==> src/rtl/ibex_rf_wport_arbiter_if.sv <==
// rtl/ibex_rf_wport_arbiter_if.sv - EX, LSU, operand-read and RF write-port signals of the arbiter
interface ibex_rf_wport_arbiter_if;
    logic        ex_valid_i;
    logic        ex_ready_o;
    logic [4:0]  ex_waddr_i;
    logic [31:0] ex_wdata_i;
    logic        ld_issue_i;
    logic        ld_issue_ready_o;
    logic [4:0]  ld_issue_waddr_i;
    logic        lsu_resp_valid_i;
    logic        lsu_resp_err_i;
    logic [4:0]  lsu_resp_waddr_i;
    logic [31:0] lsu_resp_wdata_i;
    logic [4:0]  raddr_a_i;
    logic [4:0]  raddr_b_i;
    logic        hazard_a_o;
    logic        hazard_b_o;
    logic        rf_we_o;
    logic [4:0]  rf_waddr_o;
    logic [31:0] rf_wdata_o;

    modport slave (
        input  ex_valid_i, ex_waddr_i, ex_wdata_i,
        input  ld_issue_i, ld_issue_waddr_i,
        input  lsu_resp_valid_i, lsu_resp_err_i, lsu_resp_waddr_i, lsu_resp_wdata_i,
        input  raddr_a_i, raddr_b_i,
        output ex_ready_o, ld_issue_ready_o, hazard_a_o, hazard_b_o,
        output rf_we_o, rf_waddr_o, rf_wdata_o
    );

    modport master (
        output ex_valid_i, ex_waddr_i, ex_wdata_i,
        output ld_issue_i, ld_issue_waddr_i,
        output lsu_resp_valid_i, lsu_resp_err_i, lsu_resp_waddr_i, lsu_resp_wdata_i,
        output raddr_a_i, raddr_b_i,
        input  ex_ready_o, ld_issue_ready_o, hazard_a_o, hazard_b_o,
        input  rf_we_o, rf_waddr_o, rf_wdata_o
    );
endinterface

==> src/rtl/ibex_rf_wport_arbiter.sv <==
// rtl/ibex_rf_wport_arbiter.sv - RF write-port arbiter between EX results and unstallable load responses
module ibex_rf_wport_arbiter #(
    parameter int unsigned FifoDepth   = 2,
    parameter int unsigned StarveLimit = 4
) (
    input logic clk_i,
    input logic rst_ni,
    ibex_rf_wport_arbiter_if.slave bus
);
    localparam int unsigned MaxDepth  = 4;
    localparam logic [2:0]  DepthC    = 3'(FifoDepth);
    localparam logic [3:0]  StarveMax = 4'(StarveLimit);

    logic [31:0] pending_q, pending_d, pend_set, pend_clr;
    logic [4:0]  fifo_addr_q [MaxDepth];
    logic [31:0] fifo_data_q [MaxDepth];
    logic [2:0]  count_q;
    logic [3:0]  starve_q, starve_d;

    logic        live_ok, err_resp, fifo_nonempty, s_valid;
    logic [4:0]  s_addr;
    logic [31:0] s_data;
    logic        ex_zero, ex_blocked, ex_elig, ex_win, s_win;
    logic        pop, push, ld_ready;
    logic [1:0]  wr_idx;

    assign fifo_nonempty = (count_q != 3'd0);
    assign live_ok  = bus.lsu_resp_valid_i & ~bus.lsu_resp_err_i & (bus.lsu_resp_waddr_i != 5'd0);
    assign err_resp = bus.lsu_resp_valid_i &  bus.lsu_resp_err_i & (bus.lsu_resp_waddr_i != 5'd0);

    // Queued data always drains before a live response so writes stay in load order.
    assign s_valid = fifo_nonempty | live_ok;
    assign s_addr  = fifo_nonempty ? fifo_addr_q[0] : bus.lsu_resp_waddr_i;
    assign s_data  = fifo_nonempty ? fifo_data_q[0] : bus.lsu_resp_wdata_i;

    assign ex_zero    = bus.ex_valid_i & (bus.ex_waddr_i == 5'd0);
    assign ex_blocked = bus.ex_valid_i & (bus.ex_waddr_i != 5'd0) & pending_q[bus.ex_waddr_i];
    assign ex_elig    = bus.ex_valid_i & (bus.ex_waddr_i != 5'd0) & ~pending_q[bus.ex_waddr_i];
    assign ex_win     = ex_elig & (~s_valid | ((starve_q == StarveMax) & (count_q < DepthC)));
    assign s_win      = s_valid & ~ex_win;

    // A live response not written directly this cycle is queued behind the head.
    assign pop    = s_win & fifo_nonempty;
    assign push   = live_ok & (fifo_nonempty | ex_win);
    assign wr_idx = count_q[1:0] - {1'b0, pop};

    assign ld_ready = ~pending_q[bus.ld_issue_waddr_i] | (bus.ld_issue_waddr_i == 5'd0);

    always_comb begin
        pend_set = '0;
        pend_clr = '0;
        starve_d = starve_q;
        if (s_win) pend_clr[s_addr] = 1'b1;
        if (err_resp) pend_clr[bus.lsu_resp_waddr_i] = 1'b1;
        if (bus.ld_issue_i & ld_ready & (bus.ld_issue_waddr_i != 5'd0)) begin
            pend_set[bus.ld_issue_waddr_i] = 1'b1;
        end
        pending_d = (pending_q & ~pend_clr) | pend_set;
        if (ex_elig & ~ex_win) begin
            if (starve_q != StarveMax) starve_d = starve_q + 4'd1;
        end else if (!ex_blocked) begin
            starve_d = 4'd0;
        end
    end

    always_ff @(posedge clk_i) begin
        if (!rst_ni) begin
            pending_q <= '0;
            count_q   <= '0;
            starve_q  <= '0;
            for (int i = 0; i < MaxDepth; i++) begin
                fifo_addr_q[i] <= '0;
                fifo_data_q[i] <= '0;
            end
        end else begin
            pending_q <= pending_d;
            starve_q  <= starve_d;
            count_q   <= count_q + {2'b0, push} - {2'b0, pop};
            if (pop) begin
                for (int i = 0; i < MaxDepth - 1; i++) begin
                    fifo_addr_q[i] <= fifo_addr_q[i+1];
                    fifo_data_q[i] <= fifo_data_q[i+1];
                end
            end
            if (push) begin
                fifo_addr_q[wr_idx] <= bus.lsu_resp_waddr_i;
                fifo_data_q[wr_idx] <= bus.lsu_resp_wdata_i;
            end
        end
    end

    assign bus.ex_ready_o       = rst_ni & (ex_zero | ex_win);
    assign bus.ld_issue_ready_o = rst_ni & ld_ready;
    assign bus.hazard_a_o = rst_ni & (bus.raddr_a_i != 5'd0) & pending_q[bus.raddr_a_i];
    assign bus.hazard_b_o = rst_ni & (bus.raddr_b_i != 5'd0) & pending_q[bus.raddr_b_i];
    assign bus.rf_we_o    = rst_ni & (ex_win | s_win);
    assign bus.rf_waddr_o = {5{rst_ni}}  & (ex_win ? bus.ex_waddr_i : s_addr);
    assign bus.rf_wdata_o = {32{rst_ni}} & (ex_win ? bus.ex_wdata_i : s_data);

    a_resp_pending: assert property (@(posedge clk_i) disable iff (!rst_ni)
        live_ok |-> pending_q[bus.lsu_resp_waddr_i]);
    a_we_nonzero: assert property (@(posedge clk_i) disable iff (!rst_ni)
        bus.rf_we_o |-> (bus.rf_waddr_o != 5'd0));
    a_count_bound: assert property (@(posedge clk_i) disable iff (!rst_ni)
        count_q <= DepthC);
    a_no_overflow: assert property (@(posedge clk_i) disable iff (!rst_ni)
        !(push & ~pop & (count_q == DepthC)));
endmodule
==> src/flat_wrapper.sv <==
// flat-port wrapper written by rule: the top's interface ports become plain ports
module ibex_rf_wport_arbiter_flat 
#(
    parameter int unsigned FifoDepth   = 2,
    parameter int unsigned StarveLimit = 4
)
  (clk_i, rst_ni, bus_ex_valid_i, bus_ex_waddr_i, bus_ex_wdata_i, bus_ld_issue_i, bus_ld_issue_waddr_i, bus_lsu_resp_valid_i, bus_lsu_resp_err_i, bus_lsu_resp_waddr_i, bus_lsu_resp_wdata_i, bus_raddr_a_i, bus_raddr_b_i, bus_ex_ready_o, bus_ld_issue_ready_o, bus_hazard_a_o, bus_hazard_b_o, bus_rf_we_o, bus_rf_waddr_o, bus_rf_wdata_o);
  ibex_rf_wport_arbiter_if bus_i ();
  input logic clk_i;
  input logic rst_ni;
  input wire logic [$bits(bus_i.ex_valid_i)-1:0] bus_ex_valid_i;
  input wire logic [$bits(bus_i.ex_waddr_i)-1:0] bus_ex_waddr_i;
  input wire logic [$bits(bus_i.ex_wdata_i)-1:0] bus_ex_wdata_i;
  input wire logic [$bits(bus_i.ld_issue_i)-1:0] bus_ld_issue_i;
  input wire logic [$bits(bus_i.ld_issue_waddr_i)-1:0] bus_ld_issue_waddr_i;
  input wire logic [$bits(bus_i.lsu_resp_valid_i)-1:0] bus_lsu_resp_valid_i;
  input wire logic [$bits(bus_i.lsu_resp_err_i)-1:0] bus_lsu_resp_err_i;
  input wire logic [$bits(bus_i.lsu_resp_waddr_i)-1:0] bus_lsu_resp_waddr_i;
  input wire logic [$bits(bus_i.lsu_resp_wdata_i)-1:0] bus_lsu_resp_wdata_i;
  input wire logic [$bits(bus_i.raddr_a_i)-1:0] bus_raddr_a_i;
  input wire logic [$bits(bus_i.raddr_b_i)-1:0] bus_raddr_b_i;
  output wire logic [$bits(bus_i.ex_ready_o)-1:0] bus_ex_ready_o;
  output wire logic [$bits(bus_i.ld_issue_ready_o)-1:0] bus_ld_issue_ready_o;
  output wire logic [$bits(bus_i.hazard_a_o)-1:0] bus_hazard_a_o;
  output wire logic [$bits(bus_i.hazard_b_o)-1:0] bus_hazard_b_o;
  output wire logic [$bits(bus_i.rf_we_o)-1:0] bus_rf_we_o;
  output wire logic [$bits(bus_i.rf_waddr_o)-1:0] bus_rf_waddr_o;
  output wire logic [$bits(bus_i.rf_wdata_o)-1:0] bus_rf_wdata_o;
  assign bus_i.ex_valid_i = bus_ex_valid_i;
  assign bus_i.ex_waddr_i = bus_ex_waddr_i;
  assign bus_i.ex_wdata_i = bus_ex_wdata_i;
  assign bus_i.ld_issue_i = bus_ld_issue_i;
  assign bus_i.ld_issue_waddr_i = bus_ld_issue_waddr_i;
  assign bus_i.lsu_resp_valid_i = bus_lsu_resp_valid_i;
  assign bus_i.lsu_resp_err_i = bus_lsu_resp_err_i;
  assign bus_i.lsu_resp_waddr_i = bus_lsu_resp_waddr_i;
  assign bus_i.lsu_resp_wdata_i = bus_lsu_resp_wdata_i;
  assign bus_i.raddr_a_i = bus_raddr_a_i;
  assign bus_i.raddr_b_i = bus_raddr_b_i;
  assign bus_ex_ready_o = bus_i.ex_ready_o;
  assign bus_ld_issue_ready_o = bus_i.ld_issue_ready_o;
  assign bus_hazard_a_o = bus_i.hazard_a_o;
  assign bus_hazard_b_o = bus_i.hazard_b_o;
  assign bus_rf_we_o = bus_i.rf_we_o;
  assign bus_rf_waddr_o = bus_i.rf_waddr_o;
  assign bus_rf_wdata_o = bus_i.rf_wdata_o;
  ibex_rf_wport_arbiter #(.FifoDepth(FifoDepth), .StarveLimit(StarveLimit)) u_core (.clk_i(clk_i), .rst_ni(rst_ni), .bus(bus_i));
endmodule
==> config.mk <==
export PLATFORM = sky130hd
export DESIGN_NAME = ibex_rf_wport_arbiter_flat
export DESIGN_NICKNAME = d
export VERILOG_FILES = /design/src/rtl/ibex_rf_wport_arbiter_if.sv /design/src/rtl/ibex_rf_wport_arbiter.sv /design/src/flat_wrapper.sv
export SDC_FILE = /design/constraint.sdc
export NUM_CORES = 1
export LEC_CHECK = 0
export CORE_MARGIN = 2
export CORE_UTILIZATION = 55
export CTS_CLUSTER_DIAMETER = 40
export DETAILED_ROUTE_END_ITERATION = 10
export HOLD_SLACK_MARGIN = 0.02
export PLACE_DENSITY = 0.82
export REMOVE_ABC_BUFFERS = 1
export SLEW_MARGIN = 15
export SYNTH_ARGS = -nofsm -noshare
export SYNTH_HDL_FRONTEND = slang
export SYNTH_SLANG_ARGS = --single-unit
==> constraint.sdc <==
create_clock -name clk_i -period 8.6 [get_ports clk_i]
set_input_delay 1.72 -clock clk_i [delete_from_list [all_inputs] [get_ports clk_i]]
set_output_delay 1.72 -clock clk_i [all_outputs]
set_load 0.03 [all_outputs]
==> results of run 1 <==
-- worst max-delay path, delay by kind of cell --
family	cells	cell delay [ns]
buffers and inverters	3	2.22
AOI/OAI and AO/OA	4	1.47
and+or+nand+nor	2	0.28
-- cell usage after synthesis (all sizes together) (5+ instances only) --
master	number
a211o	34
a211oi	7
a21oi	9
a22oi	40
a311oi	38
a32oi	34
and2	6
and3	44
buf	32
clkbuf	87
dfxtp	39
edfxtp	148
ha	5
inv	13
mux2	5
mux2i	15
mux4	30
nand2	181
nand2b	8
nand3	54
nand3b	5
nor2	70
nor2b	48
nor3	42
nor3b	5
nor4	7
o2111ai	21
o211ai	6
o21ai	101
o22ai	9
or3	36
-- cells in the final DEF (no fill, tap or decap), types with 8 or more instances in the layout --
master / netlist / final
nand2_1: 181 / 179
edfxtp_1: 148 / 148
clkdlybuf4s50_1: 0 / 136
o21ai_1: 77 / 76
nor2_1: 70 / 66
nand3_1: 54 / 53
nor2b_1: 48 / 48
and3_1: 44 / 44
nor3_1: 40 / 40
a22oi_1: 40 / 40
dfxtp_1: 39 / 39
a311oi_1: 37 / 37
or3_1: 36 / 35
a32oi_1: 34 / 34
a211o_1: 34 / 34
mux4_2: 30 / 30
o21ai_0: 24 / 24
o2111ai_1: 21 / 21
buf_4: 3 / 20
clkbuf_16: 0 / 17
mux2i_1: 15 / 14
inv_1: 12 / 11
o22ai_1: 9 / 9
nand2b_1: 8 / 8
a21oi_1: 9 / 8
-- cell type report --
class / count / area share
inverter: 13 / 0.00357
clock buffer: 17 / 0.0311
multi-input combinational: 896 / 0.435
timing repair buffer: 156 / 0.111
sequential: 187 / 0.382
clock inverter: 15 / 0.0125
tap: 275 / 0.0252
-- report_power, final --
group          leakage [µW]  total, µW  internal, µW  switching (µW)
combinational       0.00270       1520           468            1050
clock              0.000296        814           416             398
sequential          0.00192       1460          1340             120
-- per-stage QoR --
stage	TNS (ns)	hold slack, ns	cell area, µm²	std cells	utilization
2_1_floorplan	-160.19	0.421	11100	1096	-
3_3_place_gp	0	0.470	13100	1527	0.624
3_5_place_dp	0	0.469	13100	1527	0.624
4_1_cts	0	0.481	13700	1559	0.652
5_1_grt	0	0.502	13700	1559	0.652
6_report	0	0.487	13700	1559	0.652
-- registers in the layout, summed over array words and instances (netlist names) --
signal and flops:
u_core.starve_q 4, u_core.pending_q 32, u_core.fifo_data_q 128, u_core.fifo_addr_q 20, u_core.count_q 3
-- final timing paths --
| kind | from | end | slack, ns | cells past startpoint |
|---|---|---|---|---|
| max | bus_lsu_resp_waddr_i[2] | bus_rf_wdata_o[25] | 1.15 | 9 |
| min | u_core.pending_q[0] | u_core.pending_q[0] | 0.49 | 2 |
| max reg2reg | u_core.count_q[0] | u_core.fifo_data_q[1][23] | 3.64 | 12 |
| min reg2reg | u_core.pending_q[0] | u_core.pending_q[0] | 0.49 | 2 |
-- routing by layer --
metal | up-vias | part of all wire | routed length [µm] | GRT usage
met5 | - | 0 | 0 | 0
met4 | 0 | 0.023 | 795 | 0.119
met3 | 81 | 0.098 | 3390 | 0.0512
met2 | 728 | 0.49 | 16900 | 0.513
met1 | 5151 | 0.39 | 13300 | 0.406
li1 | 4791 | - | - | -
-- cell families (layout without fill, tap and decap cells) --
kind of cell,Yosys count,in the layout,share of synthesized area
DFF,187,187,0.448
muxes,50,50,0.0756
adders and majority gates,6,6,0.00708
buffers and inverters,132,201,0.0517
xor gates and xnor gates,2,2,0.00150
AOI/OAI and AO/OA,324,324,0.203
and+or+nand+nor,514,514,0.214
==> results by group, run 1 <==
Status
  • Status: finished, final reports clean

STA
  • FMAX: 134 MHz
  • Max Clock Skew: 0.0182 ns
  • RSZ-0062 raised after global routing: false
  • Slew HR: 0.269
  • Slew @ Worst Pin: 1.09 ns
  • Final WS setup: 1.15 ns
  • Slew Viols, Final: 0
  • Tmin final: 7.45 ns
  • Final setup viols: 0
  • Final hold vios: 0
  • Period utilization: 0.867

Setup path
  • Worst path arrival time: 5.73 ns
  • Critical Path, Cell by Cell: clkdlybuf4s50_1, nor3_2, a21oi_1, o22ai_1, o211ai_4, buf_4, nor2_1, a311oi_1, clkdlybuf4s50_1
  • WS Path Type: in -> out
  • Worst Path Required: 6.88 ns
  • Endpoint class of the critical path: output port
  • CP max-delay cell: clkdlybuf4s50_1
  • CP Max Fanout: 74
  • Max stage delay on crit path: 0.83 ns
  • Crit-path most repeated cell: clkdlybuf4s50_1
  • Critical Path Start Type: input port

Route
  • DRC Markers: 0
  • Via count: 10800
  • Drt first-iter violations: 1406
  • DRT Wirelength: 34400 µm
  • Post-DR wirelength/cell: 22.1 µm
  • Initial DRT Pass Iterations: 5
  • Antenna viol nets, final: 0
  • Vias per cell: 6.90

Clock tree
  • H-tree Lvls: 4
  • # hold bufs at CTS: 0
  • CTS sink count: 187
  • Clock Pin Slew Worst Setup and Hold Paths: 0.07 ns
  • CTS root buffer: clkbuf_16
  • Max clock buf depth: 2
  • CTS Buf Count: 17
  • # resized after CTS: 0
  • Number of setup buffers added after CTS: 0
  • CTS tree: done
  • Clock Latency Late Sink: 0.45 ns

Global route
  • Largest net degree at the start of global routing: 78
  • First-pass GRT wire length: 54500 µm
  • Vias in the first global route: 10500
  • Tot GR Track Use: 0.308
  • Grt ovf: 0
  • Antenna violations before repair: 0

Placed design
  • RD Place Congestion: 0.941
  • DP HPWL: 21100 µm
  • Input/output buffers: 136
  • Place WS: 1.22 ns

Synth
  • Ys Warns: 0
  • Cells after Synth: 1215
  • Average size of a mapped cell: 9.61 µm²
  • Post-synth EDFFs: 148
  • Post-synthesis cell type count: 56
  • Synth top area share: 0.381
  • Sequential share of the synthesized area: 0.448
  • Synthesis-stage register bit count: 187
  • Mapped Area: 0.0117 mm²
  • Top cell type by total area after synthesis: edfxtp_1
  • Ys flop type: edfxtp_1
  • Async SR Flop Fraction: 0
  • Synth area leaders: edfxtp_1 (38%), dfxtp_1 (6.7%), nand2_1 (5.8%)

Run
  • Max Cap Viol: 0

Die
  • Core Area: 0.0210 mm²
  • Die Wd: 150 µm
  • I/O pin cnt: 137
  • Num rows: 53
  • Die height: 150 µm
  • Initial core utilization: 0.557
  • Full die area: 0.0224 mm²

Power and ir drop
  • Peak supply drop: 0.202 mV
  • Overall Power: 3790 µW
  • Leakage power: 0.00492 µW
  • Power per cell area: 277 mW/mm²

Final layout
  • Area grow syn2layout: 17.1%
  • Register area: 0.00523 mm²
  • Multi-input logic area: 0.00594 mm²
  • Number of fillers in the final layout: 1694
  • Fin nets: 1372
  • Antenna diodes: 0
  • Layout cells sized above 1: 0.0880

Hold path
  • Hold WC Path Type: reg -> reg
No activity file was read; power rests on OpenSTA's default activity.
==> run 2: changes to the inputs <==
SLEW_MARGIN = 10   (was 15)
==> results of run 2 <==
No change in the layout: final DEF, timing and power equal those of run 1.
